**src/rtl/hilo_unit.sv**
```systemverilog
// HI/LO register unit: multicycle MULT/MULTU through a combinational multiplier,
// plus MTHI/MTLO writes. Includes the shared Mult multiplier used by the unit.

module Mult (
    input  logic [31:0] i_a,
    input  logic [31:0] i_b,
    input  logic        i_unsigned,
    output logic [31:0] o_hi,
    output logic [31:0] o_lo
);
    logic signed [32:0] w_a;
    logic signed [32:0] w_b;
    logic signed [65:0] w_prod;

    // A 33-bit extension lets one signed multiply cover both MULT and MULTU.
    assign w_a    = $signed({~i_unsigned & i_a[31], i_a});
    assign w_b    = $signed({~i_unsigned & i_b[31], i_b});
    assign w_prod = w_a * w_b;
    assign o_hi   = w_prod[63:32];
    assign o_lo   = w_prod[31:0];
endmodule

module hilo_unit #(
    parameter int unsigned MULT_LATENCY = 2
) (
    input  logic        clk,
    input  logic        rst,
    input  logic        i_start,
    input  logic [31:0] i_opr1,
    input  logic [31:0] i_opr2,
    input  logic        is_unsigned,
    input  logic        i_mthi,
    input  logic        i_mtlo,
    input  logic [31:0] i_wdata,
    output logic        o_busy,
    output logic        o_done,
    output logic [31:0] o_hi,
    output logic [31:0] o_lo
);
    localparam int unsigned DATA_W = 32;
    localparam int unsigned CNT_W  = 4;

    typedef enum logic [0:0] {
        IDLE = 1'b0,
        BUSY = 1'b1
    } state_t;

    state_t              r_state;
    state_t              w_state_nxt;
    logic [CNT_W-1:0]    r_cnt;
    logic [CNT_W-1:0]    w_cnt_nxt;
    logic                w_load;
    logic                w_capture;
    logic                w_mt_ok;
    logic [DATA_W-1:0]   r_opr1;
    logic [DATA_W-1:0]   r_opr2;
    logic                r_unsigned;
    logic [DATA_W-1:0]   r_hi;
    logic [DATA_W-1:0]   r_lo;
    logic                r_done;
    logic [DATA_W-1:0]   w_mul_hi;
    logic [DATA_W-1:0]   w_mul_lo;

    Mult u_mult (
        .i_a        (r_opr1),
        .i_b        (r_opr2),
        .i_unsigned (r_unsigned),
        .o_hi       (w_mul_hi),
        .o_lo       (w_mul_lo)
    );

    // Next state: capture on the edge where the counter steps from 1 to 0.
    always_comb begin
        w_state_nxt = r_state;
        w_cnt_nxt   = r_cnt;
        w_load      = 1'b0;
        w_capture   = 1'b0;
        case (r_state)
            IDLE: begin
                if (i_start) begin
                    w_state_nxt = BUSY;
                    w_cnt_nxt   = CNT_W'(MULT_LATENCY);
                    w_load      = 1'b1;
                end
            end
            BUSY: begin
                w_cnt_nxt = r_cnt - CNT_W'(1);
                if (r_cnt == CNT_W'(1)) begin
                    w_state_nxt = IDLE;
                    w_capture   = 1'b1;
                end
            end
            default: w_state_nxt = IDLE;
        endcase
    end

    // A start in the same cycle takes precedence over MT writes.
    assign w_mt_ok = (r_state == IDLE) && !i_start;

    always_ff @(posedge clk) begin
        if (rst) begin
            r_state    <= IDLE;
            r_cnt      <= '0;
            r_opr1     <= '0;
            r_opr2     <= '0;
            r_unsigned <= 1'b0;
            r_hi       <= '0;
            r_lo       <= '0;
            r_done     <= 1'b0;
        end else begin
            r_state <= w_state_nxt;
            r_cnt   <= w_cnt_nxt;
            r_done  <= w_capture;
            if (w_load) begin
                r_opr1     <= i_opr1;
                r_opr2     <= i_opr2;
                r_unsigned <= is_unsigned;
            end
            if (w_capture) begin
                r_hi <= w_mul_hi;
                r_lo <= w_mul_lo;
            end else if (w_mt_ok) begin
                if (i_mthi) r_hi <= i_wdata;
                if (i_mtlo) r_lo <= i_wdata;
            end
        end
    end

    assign o_busy = (r_state == BUSY);
    assign o_done = r_done;
    assign o_hi   = r_hi;
    assign o_lo   = r_lo;
endmodule

```
**config.mk**
```make
export PLATFORM = sky130hd
export DESIGN_NAME = hilo_unit
export DESIGN_NICKNAME = d
export VERILOG_FILES = /design/src/rtl/hilo_unit.sv
export SDC_FILE = /design/constraint.sdc
export NUM_CORES = 2
export LEC_CHECK = 0
export CAP_MARGIN = 20
export CORE_MARGIN = 5
export CORE_UTILIZATION = 65
export DETAILED_ROUTE_END_ITERATION = 10
export PLACE_DENSITY = 0.89
export SYNTH_ARGS = -nofsm -noshare
export SYNTH_HDL_FRONTEND = slang
export SYNTH_HIERARCHICAL = 1
export SYNTH_SLANG_ARGS = --single-unit
```
**constraint.sdc**
```tcl
create_clock -name clk -period 10.3 [get_ports clk]
set_clock_uncertainty 0.05 [all_clocks]
set_input_delay 2.06 -clock clk [delete_from_list [all_inputs] [get_ports clk]]
set_output_delay 2.06 -clock clk [all_outputs]
set_load 0.01 [all_outputs]
```
# Word-level counts from Yosys, hierarchy flattened
# Index checks and enable logic that the tools add are counted.
# W data, S select, Z words.
# word_totals
out_inout_bits	66
register_bits	135
latchBits	0
inputBits	102
ramBits	0
romBits	0
n_memories	0
# classes
reduce_logical	7
div	0
order_cmp	0
bitwise_logic	4
multipliers	1
muxes	14
n_eq_ne	2
shift	0
add_sub_neg	1
# ops
op	n
$mux W32	6
$mul A33 B33 Y64	1
$pmux W4 S2	1
$reduce_bool A2 Y1	3
$mux W1	5
$eq A4 B1 Y1 const B	1
$mux W4	1
$reduce_and A2 Y1	2
$sub A4 B1 Y4 const B	1
$and A1 B1 Y1	2
$ne A2 B2 Y1 const B	1
$not A1 Y1	2
$pmux W1 S2	1
$logic_and A1 B1 Y1	1
$logic_not A1 Y1	1

# Longest topological paths before layout
# logic_depth
depth_word	5
ltp_mapped	33

# Hierarchy
# Netlist, hierarchy kept.
# modules_own_cells
module	cells_per_inst	n_inst	area_per_inst_um2
Mult	4157	1	37832.5
hilo_unit	641	1	5152.4

# Least setup slack after synthesis
# OpenSTA, ideal clock, no wires.
# synth_path
path_type	register -> register
start	reg r_opr1[31]
end	reg r_hi[28], in the netlist o_hi[28]
n_path_buf	2
setup_time_ps	132
required_time_ps	10118
synth_period_minus_slack_ps	8388
slack_ps	1912
stages_incl_launch_ff	29
arrival_ps	8206
path_cell_list	dfxtp_1 > nor2b_1 > clkbuf_1 > nand2_1 > inv_1 > fa_1 > fa_1 > fa_1 > inv_1 > fa_1 > inv_1 > fa_1 > fa_1 > inv_1 > fa_1 > fa_1 > inv_1 > ha_1 > clkbuf_1 > and3_1 > nand4_1 > o41ai_1 > nor3_1 > a21oi_1 > a41oi_1 > a211o_1 > xnor2_1 > o22ai_1 > nor3_1
# synth_via
elab_chain_len	3
# synth_rtl
item	line	text
start: declaration	55	logic [DATA_W-1:0] r_opr1;
start signal: assignment	115	r_opr1 <= i_opr1;
$and A1 B1 Y1	16	assign w_a = $signed({~i_unsigned & i_a[31], i_a});
$mul A33 B33 Y64 (*)	18	assign w_prod = w_a * w_b;
net w_mul_hi[28]	61	logic [DATA_W-1:0] w_mul_hi;
$mux W32 (*)	119	if (w_capture) begin
end signal: assignment	120	r_hi <= w_mul_hi;
end signal: assignment	123	if (i_mthi) r_hi <= i_wdata;
end: declaration	58	logic [DATA_W-1:0] r_hi;
# Mark *: on every way through the listed nets, which the timed path passes. The rest lies on a longest branch.
# A chain may end at the register's enable or synchronous reset.

# Worst setup path after layout
# layout_path
start	reg r_unsigned
end	reg r_hi[28], in the netlist o_hi[28]
# layout_via
elab_chain_len	4
elab_cells_between_ends	5
# layout_rtl
item	line	text
start: declaration	57	logic r_unsigned;
start signal: assignment	117	r_unsigned <= is_unsigned;
$not A1 Y1 (*)	16, 17	
$and A1 B1 Y1 (on tied branches)	16, 17	
$mul A33 B33 Y64 (*)	18	
net w_mul_hi[28]	61	
$mux W32 (*)	119	
# Marked as above.

==> out/summary.txt <==
WORST SETUP PATH
-------------------------------------------------------------------------------------
CP Launch Type                                                              flip-flop
Launch point of the critical path                                          r_unsigned
Critical path fanouts, max                                                         30
Setup slack, reg-to-reg                                                       0.92 ns
Largest stage delay on the critical path                                      0.82 ns
Most Frequent Cell on Critical Path                                      sky130_fd_sc_hd__fa_1
Crit Path Category                                                       flip-flop to flip-flop
Capture point of the worst reg-to-reg path                                   o_hi[28]
Path depth of the worst reg2reg path                                               27
Crit path DAT                                                                 9.63 ns
Crit path buf inv count                                                             6
Data required time at the worst endpoint                                     10.55 ns
Crit path max-delay family                                                adder cells
Worst path slowest cell                                                  sky130_fd_sc_hd__fa_1
Worst setup path endpoint                                                    o_hi[28]
Nature of the critical path endpoint                                        flip-flop
Stages on the worst setup path                                                     27
Beginning of the worst register-to-register path                           r_unsigned

PLACEMENT
-------------------------------------------------------------------------------------
DPL Wire Length                                                             98,400 um
Pre-CTS setup slack                                                          0.970 ns
Number of cells after detailed placement                                        5,634
Port Buffers                                                                      167
Routability Congestion                                                          0.963

GRT
-------------------------------------------------------------------------------------
Number of global-route vias before repair                                      38,200
Number of antenna violations at the first check in global routing                   6
All-layer global routing usage                                                  35.2%
Largest net degree at the start of global routing                                  72
Wire length of the first global-routing pass                               197,000 um
Total overflow reported by the global router                                        0

LAYOUT
-------------------------------------------------------------------------------------
Post-layout util                                                                70.2%
Area overhead of the layout relative to synthesis                               7.19%
Final cell count without fillers                                                5,673
Layout filler cell count                                                        4,511
Fraction of final layout cells with drive strength greater than 1               3.31%
Layout net count                                                                6,235

FLOORPLAN
-------------------------------------------------------------------------------------
Core area                                                                  65,600 um2
Number of ports placed on the die boundary                                        168
Floorplan row count                                                                94
Die width                                                                      267 um
Die area                                                                   71,400 um2
Effective utilization at floorplan                                              65.5%
Die height                                                                     267 um

TIMING
-------------------------------------------------------------------------------------
RSZ-0062 raised after global routing                                               no
Slew of the pin with the lowest slew margin                                   1.17 ns
F_max                                                                         107 MHz
Worst hold slack                                                             0.409 ns
Final Slew Violations                                                               0
Worst slew margin                                                               21.6%
Final setup TNS                                                                  0 ns
Final setup viols                                                                   0
Final critical delay including setup and external delays                      9.38 ns
Share of the clock period used by the worst path after layout                   91.1%
Final hold viol count                                                               0
Fin worst setup slack                                                        0.920 ns

CLOCK NETWORK
-------------------------------------------------------------------------------------
Clock-pin slew of the registers on the worst-case setup and hold paths        0.08 ns
Total setup buffers inserted after CTS                                              0
Num Clock Sinks                                                                   135
CTS tree                                                                         done
Clock latency on the worst-skew pair                                          0.46 ns
Post-CTS Hold Buffers                                                               0
Maximum buffer depth of the clock tree                                              2
Depth of the CTS H-tree                                                             4
Number of clock buffers inserted by TritonCTS                                      17
Post-CTS resize count                                                               0
Root cell of the clock tree                                              sky130_fd_sc_hd__clkbuf_16

LOGIC SYNTHESIS
-------------------------------------------------------------------------------------
Top cell type's share of synthesized area                                       52.4%
Cell area after synthesis                                                  43,000 um2
Main synth FF type                                                       sky130_fd_sc_hd__dfxtp_1
Top post-synthesis cells by area                                         sky130_fd_sc_hd__fa_1 52%, sky130_fd_sc_hd__inv_1 9.6%, sky130_fd_sc_hd__nand2_1 7.8%, sky130_fd_sc_hd__dfxtp_1 6.3%, sky130_fd_sc_hd__ha_1 6.2%
Count of different cell masters after synthesis                                    61
FFs w/ async S/R, synth                                                            0%
List of most frequent post-synthesis cells                               1,125 x sky130_fd_sc_hd__fa_1, 1,098 x sky130_fd_sc_hd__inv_1, 889 x sky130_fd_sc_hd__nand2_1
Average size of a mapped cell                                                8.96 um2
Syn Nets                                                                        6,239
Synthesized flop and latch total                                                  135
Count of synthesis-stage warnings from yosys                                        6
Mapped Cells                                                                    4,798
Sequential area share after synthesis                                           6.29%
Cell type contributing the most total cell area after synthesis          sky130_fd_sc_hd__fa_1
Library cell with the highest instance count after synthesis             sky130_fd_sc_hd__fa_1
Number of enable flip-flop cells after synthesis                                    0

DETAILED ROUTING
-------------------------------------------------------------------------------------
WL/cell                                                                       21.6 um
DRC violation count after routing                                                   0
Total wire length after detailed routing                                   123,000 um
Via count of the routed design                                                 34,000
Post-DR vias/cell                                                                6.00
1st-iter DRT viols                                                              3,272
Drt pass-1 iters                                                                    8
Final antenna-violating net count                                                   0

PWR
-------------------------------------------------------------------------------------
Worst IR Drop VDD                                                              163 uV
Power per standard cell area                                              76.2 nW/um2
Leakage Power                                                                 22.5 nW

JOB
-------------------------------------------------------------------------------------
Number of max-cap violations                                                        0

OUTCOME
-------------------------------------------------------------------------------------
Run status                                                                  completed

HOLD PATH
-------------------------------------------------------------------------------------
Type of the tightest min-delay check                                     flip-flop to flip-flop

[how the worst min path moves through the flow]
stage,start,endpoint,slack (ns),cells after the start
detailed placement,o_lo[7],o_lo[7],0.40,2
global route,r_opr1[21],r_opr1[21],0.43,2
floorplan,r_opr2[7],r_opr2[7],0.39,2
finish,r_opr1[21],r_opr1[21],0.41,2
global placement,r_opr1[20],r_opr1[20],0.40,2
CTS,r_opr1[21],r_opr1[21],0.41,2
[layout make-up]
| class | instances | area, um2 | share of cell area, % |
|---|---|---|---|
| inverters | 1098 | 4120 | 8.94 |
| repair buffers | 256 | 2440 | 5.29 |
| well taps | 864 | 1080 | 2.35 |
| multi-input cells | 3286 | 35100 | 76.2 |
| clock buffers | 17 | 425 | 0.923 |
| clock inverters | 15 | 204 | 0.443 |
| diodes | 2 | 5.00 | 0.0109 |
| flip-flops and latches | 135 | 2700 | 5.87 |
[worst reg2reg max path, delay by kind of cell (launching register included)]
kind,cells,cell delay (ns)
AND/OR/NAND/NOR,6,0.89
flip-flops,1,0.36
XOR/XNOR,1,0.12
buffers and inverters,6,1.33
AO/OA/AOI/OAI,5,1.54
adder cells (fa/ha/maj),9,4.94
[layout by cell type, fill, tap and decap left out, types with 5 or more instances in the layout]
cell type	instances
sky130_fd_sc_hd__fa_1	1125
sky130_fd_sc_hd__inv_1	1098
sky130_fd_sc_hd__nand2_1	889
sky130_fd_sc_hd__and2_1	372
sky130_fd_sc_hd__ha_1	214
sky130_fd_sc_hd__a21oi_1	176
sky130_fd_sc_hd__clkdlybuf4s50_1	166
sky130_fd_sc_hd__dfxtp_1	134
sky130_fd_sc_hd__nor2_1	89
sky130_fd_sc_hd__buf_4	84
sky130_fd_sc_hd__nor3_1	71
sky130_fd_sc_hd__xnor2_1	55
sky130_fd_sc_hd__a211oi_1	36
sky130_fd_sc_hd__o22ai_1	32
sky130_fd_sc_hd__o21ai_0	30
sky130_fd_sc_hd__xor2_1	24
sky130_fd_sc_hd__a21o_1	19
sky130_fd_sc_hd__clkbuf_16	17
sky130_fd_sc_hd__nand3_1	17
sky130_fd_sc_hd__o21bai_1	16
sky130_fd_sc_hd__nand4_1	15
sky130_fd_sc_hd__nor2b_1	8
sky130_fd_sc_hd__nand2b_1	8
sky130_fd_sc_hd__or2_2	8
sky130_fd_sc_hd__o21a_1	8
sky130_fd_sc_hd__and3_1	8
sky130_fd_sc_hd__inv_8	6
sky130_fd_sc_hd__clkinv_8	5
sky130_fd_sc_hd__o21ai_1	5
sky130_fd_sc_hd__nor4_1	5
[per-stage QoR]
stage / cell area, um2 / power [W]
2_1_floorplan: 43000 / 0.00200
3_3_place_gp: 45300 / 0.00269
3_5_place_dp: 45300 / 0.00275
4_1_cts: 45900 / 0.00346
5_1_grt: 46100 / 0.00371
6_report: 46100 / 0.00351
[registers in the layout, summed over array words and instances (netlist names)]
signal,count
o_busy,1
o_done,1
o_hi,32
o_lo,32
r_cnt,4
r_opr1,32
r_opr2,32
r_unsigned,1
[power breakdown]
| part | total, W | internal (W) | leakage (nW) | switching (W) |
|---|---|---|---|---|
| Clock | 0.000689 | 0.000354 | 0.303 | 0.000336 |
| Sequential | 0.000631 | 0.000557 | 1.11 | 0.0000733 |
| Combinational | 0.00219 | 0.000808 | 21.1 | 0.00138 |
[routing by layer]
layer / GRT usage (%) / up-vias / wire (um)
met2: 58.9 / 2174 / 60500
li1: - / 13900 / -
met1: 40.9 / 17200 / 40300
met4: 25.1 / 8 / 10700
met5: 0 / - / 31
met3: 6.57 / 718 / 11000
[cells by family (layout without fill, tap and decap cells)]
group / after synthesis / in the layout / share of synthesized area [%]
and+or+nand+nor: 1506 / 1506 / 16.1
DFF: 135 / 135 / 6.29
adders and majority gates: 1339 / 1339 / 58.6
muxes: 1 / 1 / 0.0233
buffers and inverters: 1377 / 1386 / 12.2
xor gates and xnor gates: 79 / 79 / 1.61
AOI/OAI and AO/OA: 361 / 361 / 5.24
other: 0 / 2 / 0
Power figures use the tool's default switching activity.
